`src/rtl/ps2_pkg.sv`:
```
// ps2_pkg: shared PS/2 set-2 transmit definitions.
//   PS2_SHIFT_L / PS2_BREAK : left-shift make code and break prefix
//   tx_state_e              : ascii2key_tx sequencing states
//   lut_res_t               : ASCII lookup result {hit, shift, code}
//   key_unsh / key_shft     : helpers building a lookup hit
// Configuration: BREAK_CODE_EN adds the break-sequence states.
package ps2_pkg;

  localparam logic [7:0] PS2_SHIFT_L = 8'h12;
  localparam logic [7:0] PS2_BREAK   = 8'hF0;

`ifdef BREAK_CODE_EN
  typedef enum logic [2:0] {
    StIdle, StShiftMk, StKeyMk, StKeyF0, StKeyBrk, StShiftF0, StShiftBrk
  } tx_state_e;
`else
  typedef enum logic [1:0] {
    StIdle, StShiftMk, StKeyMk
  } tx_state_e;
`endif

  typedef struct packed {
    logic       hit;
    logic       shift;
    logic [7:0] code;
  } lut_res_t;

  function automatic lut_res_t key_unsh(input logic [7:0] c);
    return '{hit: 1'b1, shift: 1'b0, code: c};
  endfunction

  function automatic lut_res_t key_shft(input logic [7:0] c);
    return '{hit: 1'b1, shift: 1'b1, code: c};
  endfunction

endpackage

```
`src/rtl/ascii2key_lut.sv`:
```
// ascii2key_lut: combinational ASCII -> PS/2 set-2 key lookup.
//   ascii_code : ASCII character
//   res        : {hit, shift, code}; hit=0 for characters with no key
module ascii2key_lut
  import ps2_pkg::*;
(
  input  logic [7:0] ascii_code,
  output lut_res_t   res
);

  // Letter keys indexed by alphabet position; shared by both cases.
  function automatic logic [7:0] letter_code(input logic [7:0] idx);
    logic [7:0] c;
    case (idx)
      8'd0:  c = 8'h1C; 8'd1:  c = 8'h32; 8'd2:  c = 8'h21; 8'd3:  c = 8'h23;
      8'd4:  c = 8'h24; 8'd5:  c = 8'h2B; 8'd6:  c = 8'h34; 8'd7:  c = 8'h33;
      8'd8:  c = 8'h43; 8'd9:  c = 8'h3B; 8'd10: c = 8'h42; 8'd11: c = 8'h4B;
      8'd12: c = 8'h3A; 8'd13: c = 8'h31; 8'd14: c = 8'h44; 8'd15: c = 8'h4D;
      8'd16: c = 8'h15; 8'd17: c = 8'h2D; 8'd18: c = 8'h1B; 8'd19: c = 8'h2C;
      8'd20: c = 8'h3C; 8'd21: c = 8'h2A; 8'd22: c = 8'h1D; 8'd23: c = 8'h22;
      8'd24: c = 8'h35; 8'd25: c = 8'h1A;
      default: c = 8'h00;
    endcase
    return c;
  endfunction

  always_comb begin
    res = '0;
    if (ascii_code inside {[8'h61:8'h7A]}) begin
      res = key_unsh(letter_code(ascii_code - 8'h61));
    end else if (ascii_code inside {[8'h41:8'h5A]}) begin
      res = key_shft(letter_code(ascii_code - 8'h41));
    end else begin
      case (ascii_code)
        8'h08: res = key_unsh(8'h66);  8'h09: res = key_unsh(8'h0D);
        8'h0D: res = key_unsh(8'h5A);  8'h1B: res = key_unsh(8'h76);
        8'h20: res = key_unsh(8'h29);  8'h21: res = key_shft(8'h16);
        8'h22: res = key_shft(8'h52);  8'h23: res = key_shft(8'h26);
        8'h24: res = key_shft(8'h25);  8'h25: res = key_shft(8'h2E);
        8'h26: res = key_shft(8'h3D);  8'h27: res = key_unsh(8'h52);
        8'h28: res = key_shft(8'h46);  8'h29: res = key_shft(8'h45);
        8'h2A: res = key_shft(8'h3E);  8'h2B: res = key_shft(8'h55);
        8'h2C: res = key_unsh(8'h41);  8'h2D: res = key_unsh(8'h4E);
        8'h2E: res = key_unsh(8'h49);  8'h2F: res = key_unsh(8'h4A);
        8'h30: res = key_unsh(8'h45);  8'h31: res = key_unsh(8'h16);
        8'h32: res = key_unsh(8'h1E);  8'h33: res = key_unsh(8'h26);
        8'h34: res = key_unsh(8'h25);  8'h35: res = key_unsh(8'h2E);
        8'h36: res = key_unsh(8'h36);  8'h37: res = key_unsh(8'h3D);
        8'h38: res = key_unsh(8'h3E);  8'h39: res = key_unsh(8'h46);
        8'h3A: res = key_shft(8'h4C);  8'h3B: res = key_unsh(8'h4C);
        8'h3C: res = key_shft(8'h41);  8'h3D: res = key_unsh(8'h55);
        8'h3E: res = key_shft(8'h49);  8'h3F: res = key_shft(8'h4A);
        8'h40: res = key_shft(8'h1E);  8'h5B: res = key_unsh(8'h54);
        8'h5C: res = key_unsh(8'h5D);  8'h5D: res = key_unsh(8'h5B);
        8'h5E: res = key_shft(8'h36);  8'h5F: res = key_shft(8'h4E);
        8'h60: res = key_unsh(8'h0E);  8'h7B: res = key_shft(8'h54);
        8'h7C: res = key_shft(8'h5D);  8'h7D: res = key_shft(8'h5B);
        8'h7E: res = key_shft(8'h0E);
        default: res = '0;
      endcase
    end
  end

endmodule

```
`src/rtl/ascii2key_tx.sv`:
```
// ascii2key_tx: one ASCII character in, PS/2 set-2 keystroke bytes out.
//   clk, reset_n          : clock, asynchronous active-low reset
//   ascii_valid/ready     : character input handshake; ascii_code is the character
//   byte_valid/ready      : scan byte output handshake; scan_byte is the byte
//   unmapped              : one-cycle pulse when an accepted character has no key
// Configuration: BREAK_CODE_EN emits make+break sequences; otherwise make codes only.
module ascii2key_tx
  import ps2_pkg::*;
(
  input  logic       clk,
  input  logic       reset_n,
  input  logic       ascii_valid,
  input  logic [7:0] ascii_code,
  output logic       ascii_ready,
  output logic       byte_valid,
  output logic [7:0] scan_byte,
  input  logic       byte_ready,
  output logic       unmapped
);

  lut_res_t   lut;
  tx_state_e  state;
  logic [7:0] code_q;
  logic       hs;
`ifdef BREAK_CODE_EN
  logic       shift_q;
`endif

  assign hs = byte_valid & byte_ready;

  ascii2key_lut u_lut (
    .ascii_code (ascii_code),
    .res        (lut)
  );

  always_ff @(posedge clk or negedge reset_n) begin
    if (!reset_n) begin
      state       <= StIdle;
      ascii_ready <= 1'b0;
      byte_valid  <= 1'b0;
      scan_byte   <= 8'h00;
      unmapped    <= 1'b0;
      code_q      <= 8'h00;
`ifdef BREAK_CODE_EN
      shift_q     <= 1'b0;
`endif
    end else begin
      unmapped <= 1'b0;
      unique case (state)
        StIdle: begin
          ascii_ready <= 1'b1;
          if (ascii_valid && ascii_ready) begin
            code_q <= lut.code;
`ifdef BREAK_CODE_EN
            shift_q <= lut.shift;
`endif
            if (!lut.hit) begin
              unmapped <= 1'b1;
            end else begin
              ascii_ready <= 1'b0;
              byte_valid  <= 1'b1;
              if (lut.shift) begin
                state     <= StShiftMk;
                scan_byte <= PS2_SHIFT_L;
              end else begin
                state     <= StKeyMk;
                scan_byte <= lut.code;
              end
            end
          end
        end
        StShiftMk: if (hs) begin
          state     <= StKeyMk;
          scan_byte <= code_q;
        end
`ifdef BREAK_CODE_EN
        StKeyMk: if (hs) begin
          state     <= StKeyF0;
          scan_byte <= PS2_BREAK;
        end
        StKeyF0: if (hs) begin
          state     <= StKeyBrk;
          scan_byte <= code_q;
        end
        StKeyBrk: if (hs) begin
          if (shift_q) begin
            state     <= StShiftF0;
            scan_byte <= PS2_BREAK;
          end else begin
            state       <= StIdle;
            byte_valid  <= 1'b0;
            ascii_ready <= 1'b1;
          end
        end
        StShiftF0: if (hs) begin
          state     <= StShiftBrk;
          scan_byte <= PS2_SHIFT_L;
        end
        StShiftBrk: if (hs) begin
          state       <= StIdle;
          byte_valid  <= 1'b0;
          ascii_ready <= 1'b1;
        end
`else
        StKeyMk: if (hs) begin
          state       <= StIdle;
          byte_valid  <= 1'b0;
          ascii_ready <= 1'b1;
        end
`endif
        default: state <= StIdle;
      endcase
    end
  end

endmodule

```
`config.mk`:
```
export PLATFORM = sky130hd
export DESIGN_NAME = ascii2key_tx
export DESIGN_NICKNAME = d
export VERILOG_FILES = /design/src/rtl/ps2_pkg.sv /design/src/rtl/ascii2key_lut.sv /design/src/rtl/ascii2key_tx.sv
export SDC_FILE = /design/constraint.sdc
export NUM_CORES = 1
export LEC_CHECK = 0
export ABC_AREA = 0
export BUFFER_PORTS_ARGS = -buffer_cell sky130_fd_sc_hd__buf_4
export CORE_UTILIZATION = 45
export CTS_BUF_LIST = sky130_fd_sc_hd__clkbuf_2
export DETAILED_ROUTE_END_ITERATION = 6
export SYNTH_ARGS = -nofsm -noshare
export SYNTH_HDL_FRONTEND = slang
export SYNTH_HIERARCHICAL = 1
export SYNTH_SLANG_ARGS = --single-unit
export TNS_END_PERCENT = 1
```
`constraint.sdc`:
```
create_clock -name clk -period 2.5 [get_ports clk]
set_input_delay 0.5 -clock clk [delete_from_list [all_inputs] [get_ports clk]]
set_output_delay 0.5 -clock clk [all_outputs]
set_load 0.01 [all_outputs]
```
==> results by group <==
Status
  • Status: finished with violations
  • Failing checks: setup timing

Setup path
  • CP Launch Point: ascii_code[0]
  • Critical-path top delay cell: or3_4
  • Reg2Reg Capture Point: scan_byte[6]
  • Most frequent CP cell: buf_4
  • Worst setup EP type: flop
  • Critical Path Start Type: input port
  • Worst reg2reg setup slack: 0.68 ns
  • Crit-path max cell delay: roughly 0.35 ns
  • Crit path depth: 12
  • Reg-to-Reg Start: state[1]
  • Crit-path cells: buf_4, buf_6, buf_12, or3_4, buf_4, mux2i_1, a2bb2oi_1, o32a_4, o32ai_2, nor2b_1, mux2_2, mux2_4
  • R2R cell count: 3
  • Worst EP arrival: 2.75 ns
  • Delay-heaviest family, CP: multiplexers
  • CP Class: input port to flop
  • Crit path capture: scan_byte[3]
  • Buf/Inv on CP: 4
  • Critical Path RT: 2.75 ns
  • CP max FO: 9

Layout
  • Share of cells above drive strength 1: 48.11%
  • Multi-input gate area: 2267 µm²
  • Antenna cells: 0
  • Design Area, Final: roughly 4100 µm²
  • Total Nets Final: ~470
  • Filler instances: 517
  • Area growth syn-to-layout: 46.13%
  • Register area: between 500 and 600 µm²

Power and ir drop
  • Worst vdd ir: between 0.0005 and 0.0006 V
  • P_int: 1.129 mW
  • Pleak: ~1.8 nW
  • Power per Cell Area: between 400 and 500 nW/µm²
  • Sw power: 724.9 µW
  • Combinational cell fraction of total power: 58.6%
  • Sequential power share: 33.5%
  • Clock power share: around 7.9%
  • PnR Total Power: roughly 1.9 mW
  • Switching share of power: 39.10%

Timing
  • Total Neg Setup Slack: -0.003257 ns
  • Final Worst Setup Slack: -0.001757 ns
  • Pins Over Slew Limit: 0
  • Setup Viol. Count Final: 3
  • Skew final: 0.01257 ns
  • RSZ-0062 raised after global routing: true
  • Final hold violations: 0
  • Fmax: 399.7 MHz
  • Final Critical Period: 2.502 ns
  • Final worst-path cycle share: 100.1%

Synthesis
  • Mapped cell area: 2780 µm²
  • Top_reg_cell synth: dfrtp_1
  • Sequential-to-total area share from yosys stat: 18.90%
  • Number of synthesized flops with an enable pin: 0
  • Post-synth top area share: 18.90%
  • Most common cell in the netlist: nand2_1
  • Synth cell count leaders: 27 x nand2_1, 25 x o21ai_0, 24 x mux2_2
  • Yosys top cell by area: dfrtp_1
  • Distinct cells, synth: 65
  • YS warnings: 6
  • Number of synthesized register bits: 21
  • Main area contributors after synthesis: dfrtp_1 19%, mux2_2 9.7%, ha_1 5.0%, o21ai_0 4.5%, nand2_1 3.6%
  • Synth async-reset ratio: 100.0%
  • Avg Cell Area, Syn: between 8 and 9 µm²
  • Syn nets: 366
  • Syn Inst Count: 343

CTS
  • Clk_lat worst skew: 0.34 ns
  • H-tree depth: 1
  • CTS sink count: 21
  • CTS root buffer: clkbuf_2
  • Total CTS buffers: 3
  • Clock buffer depth: 2
  • CTS tree: yes
  • Worst-path clk slew: 0.20 ns

Die
  • Core Region: 5956 µm²
  • Rows: 28
  • Die height: slightly above 80 µm
  • Initial Utilization: 46.68%
  • # IOs: 23
  • DIE WIDTH: 80.60 µm
  • Die Area: 6496 µm²

Drt
  • Via-to-Cell Ratio: 6.040
  • Total Wirelength: 9801 µm
  • Routed vias: about 3200
  • DRC: 0
  • Avg WL per Cell: 18.70 µm
  • Initial DRC Count: around 220
  • Antenna Nets Post-Route: 0
  • Drt first pass iters: 5

Global routing
  • First-pass GRT wire length: 15640 µm
  • Initial antenna violation count: 0
  • Pin count of the biggest net entering global routing: 22
  • Total gr overflow: 0
  • Vias in the first global route: between 3000 and 4000
  • Total GRT Usage: 31.38%

Place
  • DP Worst Slack: -0.5279 ns
  • Port bufs: 22
  • Placed inst area: 3831 µm²
  • Routability cong.: 0.9438
  • Final HPWL DP: 7497 µm

Run
  • Max-capacitance violation count: 0

Worst hold path
  • Hold Crit Class: input port to flop
## area by class of cell
| type | count | area share [%] |
|---|---|---|
| multi-input combinational | 274 | 55.81 |
| timing repair buffer | 136 | 26.92 |
| sequential | 21 | 12.94 |
| tap | 75 | 2.310 |
| inverter | 14 | 1.540 |
| clock buffer | 3 | 0.3696 |
| clock inverter | 1 | 0.1232 |
## worst min-delay path by stage
stage,start,slack [ns],depth (start not counted),endpoint
detailed placement,reset_n,0.40,1,byte_valid
finish,byte_ready,0.39,2,state[1]
CTS,byte_ready,0.38,2,state[1]
global placement,reset_n,0.40,1,byte_valid
global route,byte_ready,0.36,2,state[1]
floorplan,reset_n,0.20,0,ascii_ready
## kinds of logic after synthesis
| logic type | count (synthesis) | share of synthesized area [%] |
|---|---|---|
| AO/OA/AOI/OAI | 113 | 29.61 |
| AND/OR/NAND/NOR | 111 | 22.19 |
| buffers and inverters | 48 | 8.236 |
| multiplexers | 35 | 15.03 |
| flip-flops | 21 | 18.90 |
| adder cells (fa/ha/maj) | 11 | 4.950 |
| XOR/XNOR | 3 | 0.9453 |
| other | 1 | 0.1349 |
## power groups by stage
stage          registers, mW  clock network, mW  logic [mW]
2_1_floorplan          0.614                  0       0.602
3_3_place_gp           0.616                  0        1.01
3_5_place_dp           0.626                  0        1.03
4_1_cts                0.619              0.149        1.06
5_1_grt                0.641              0.170        1.17
6_report               0.621              0.147        1.09
## metal layers
| layer | track usage, % | wire length, µm | vias up | part of all wire (%) |
|---|---|---|---|---|
| met5 | 0 | 0 | - | 0 |
| met4 | 7.679 | 152 | 0 | 1.6 |
| met3 | 5.227 | 628 | 14 | 6.4 |
| met2 | 49.58 | 4530 | 136 | 46 |
| met1 | 43.95 | 4491 | 1505 | 46 |
| li1 | - | - | 1510 | - |
## state kept, by name, summed over array words and instances (netlist names)
register	flops
byte_valid	1
code_q	8
state	2
unmapped	1
ascii_ready	1
scan_byte	8
## metrics by stage
stage | hold slack (ns) | std cells | utilization [%]
after global placement | 0.3955 | 515 | 64.33
after CTS | 0.3822 | 523 | 66.87
after global routing | 0.3596 | 524 | 68.21
final | 0.3865 | 524 | 68.21
after floorplan | 0.2044 | 343 | -
after detailed placement | 0.3989 | 515 | 64.33
## cells in the final DEF, fill, tap and decap left out, drive strengths merged, types with 4 or more instances in the layout
cell type / instances
a211oi: 4
nand2b: 7
dfrtp: 21
buf: 135
o211ai: 4
o32ai: 8
o31ai: 4
o21ai: 25
nand3: 11
inv: 14
nand2: 27
ha: 11
a31oi: 10
mux2: 24
a21o: 4
nor4: 5
nor3: 12
nor2b: 11
a21oi: 18
nor2: 14
nor3b: 4
a21boi: 4
mux2i: 8
or2: 4
o22ai: 5
## worst reg2reg max path, cell delays in order, from the launching register on
cell and delay (ns):
dfrtp_1 0.68, nand2b_1 0.43, mux2_2 0.39, mux2_4 0.25
## what timing repair did
action,in CTS,in global routing
pin swaps,7,7
buffers inserted,3,1
hold buffers,1,0
endpoints found under the setup margin,9,10
resized for setup,22,16
hold endpoints to repair,12,0
Power figures use the tool's default switching activity.
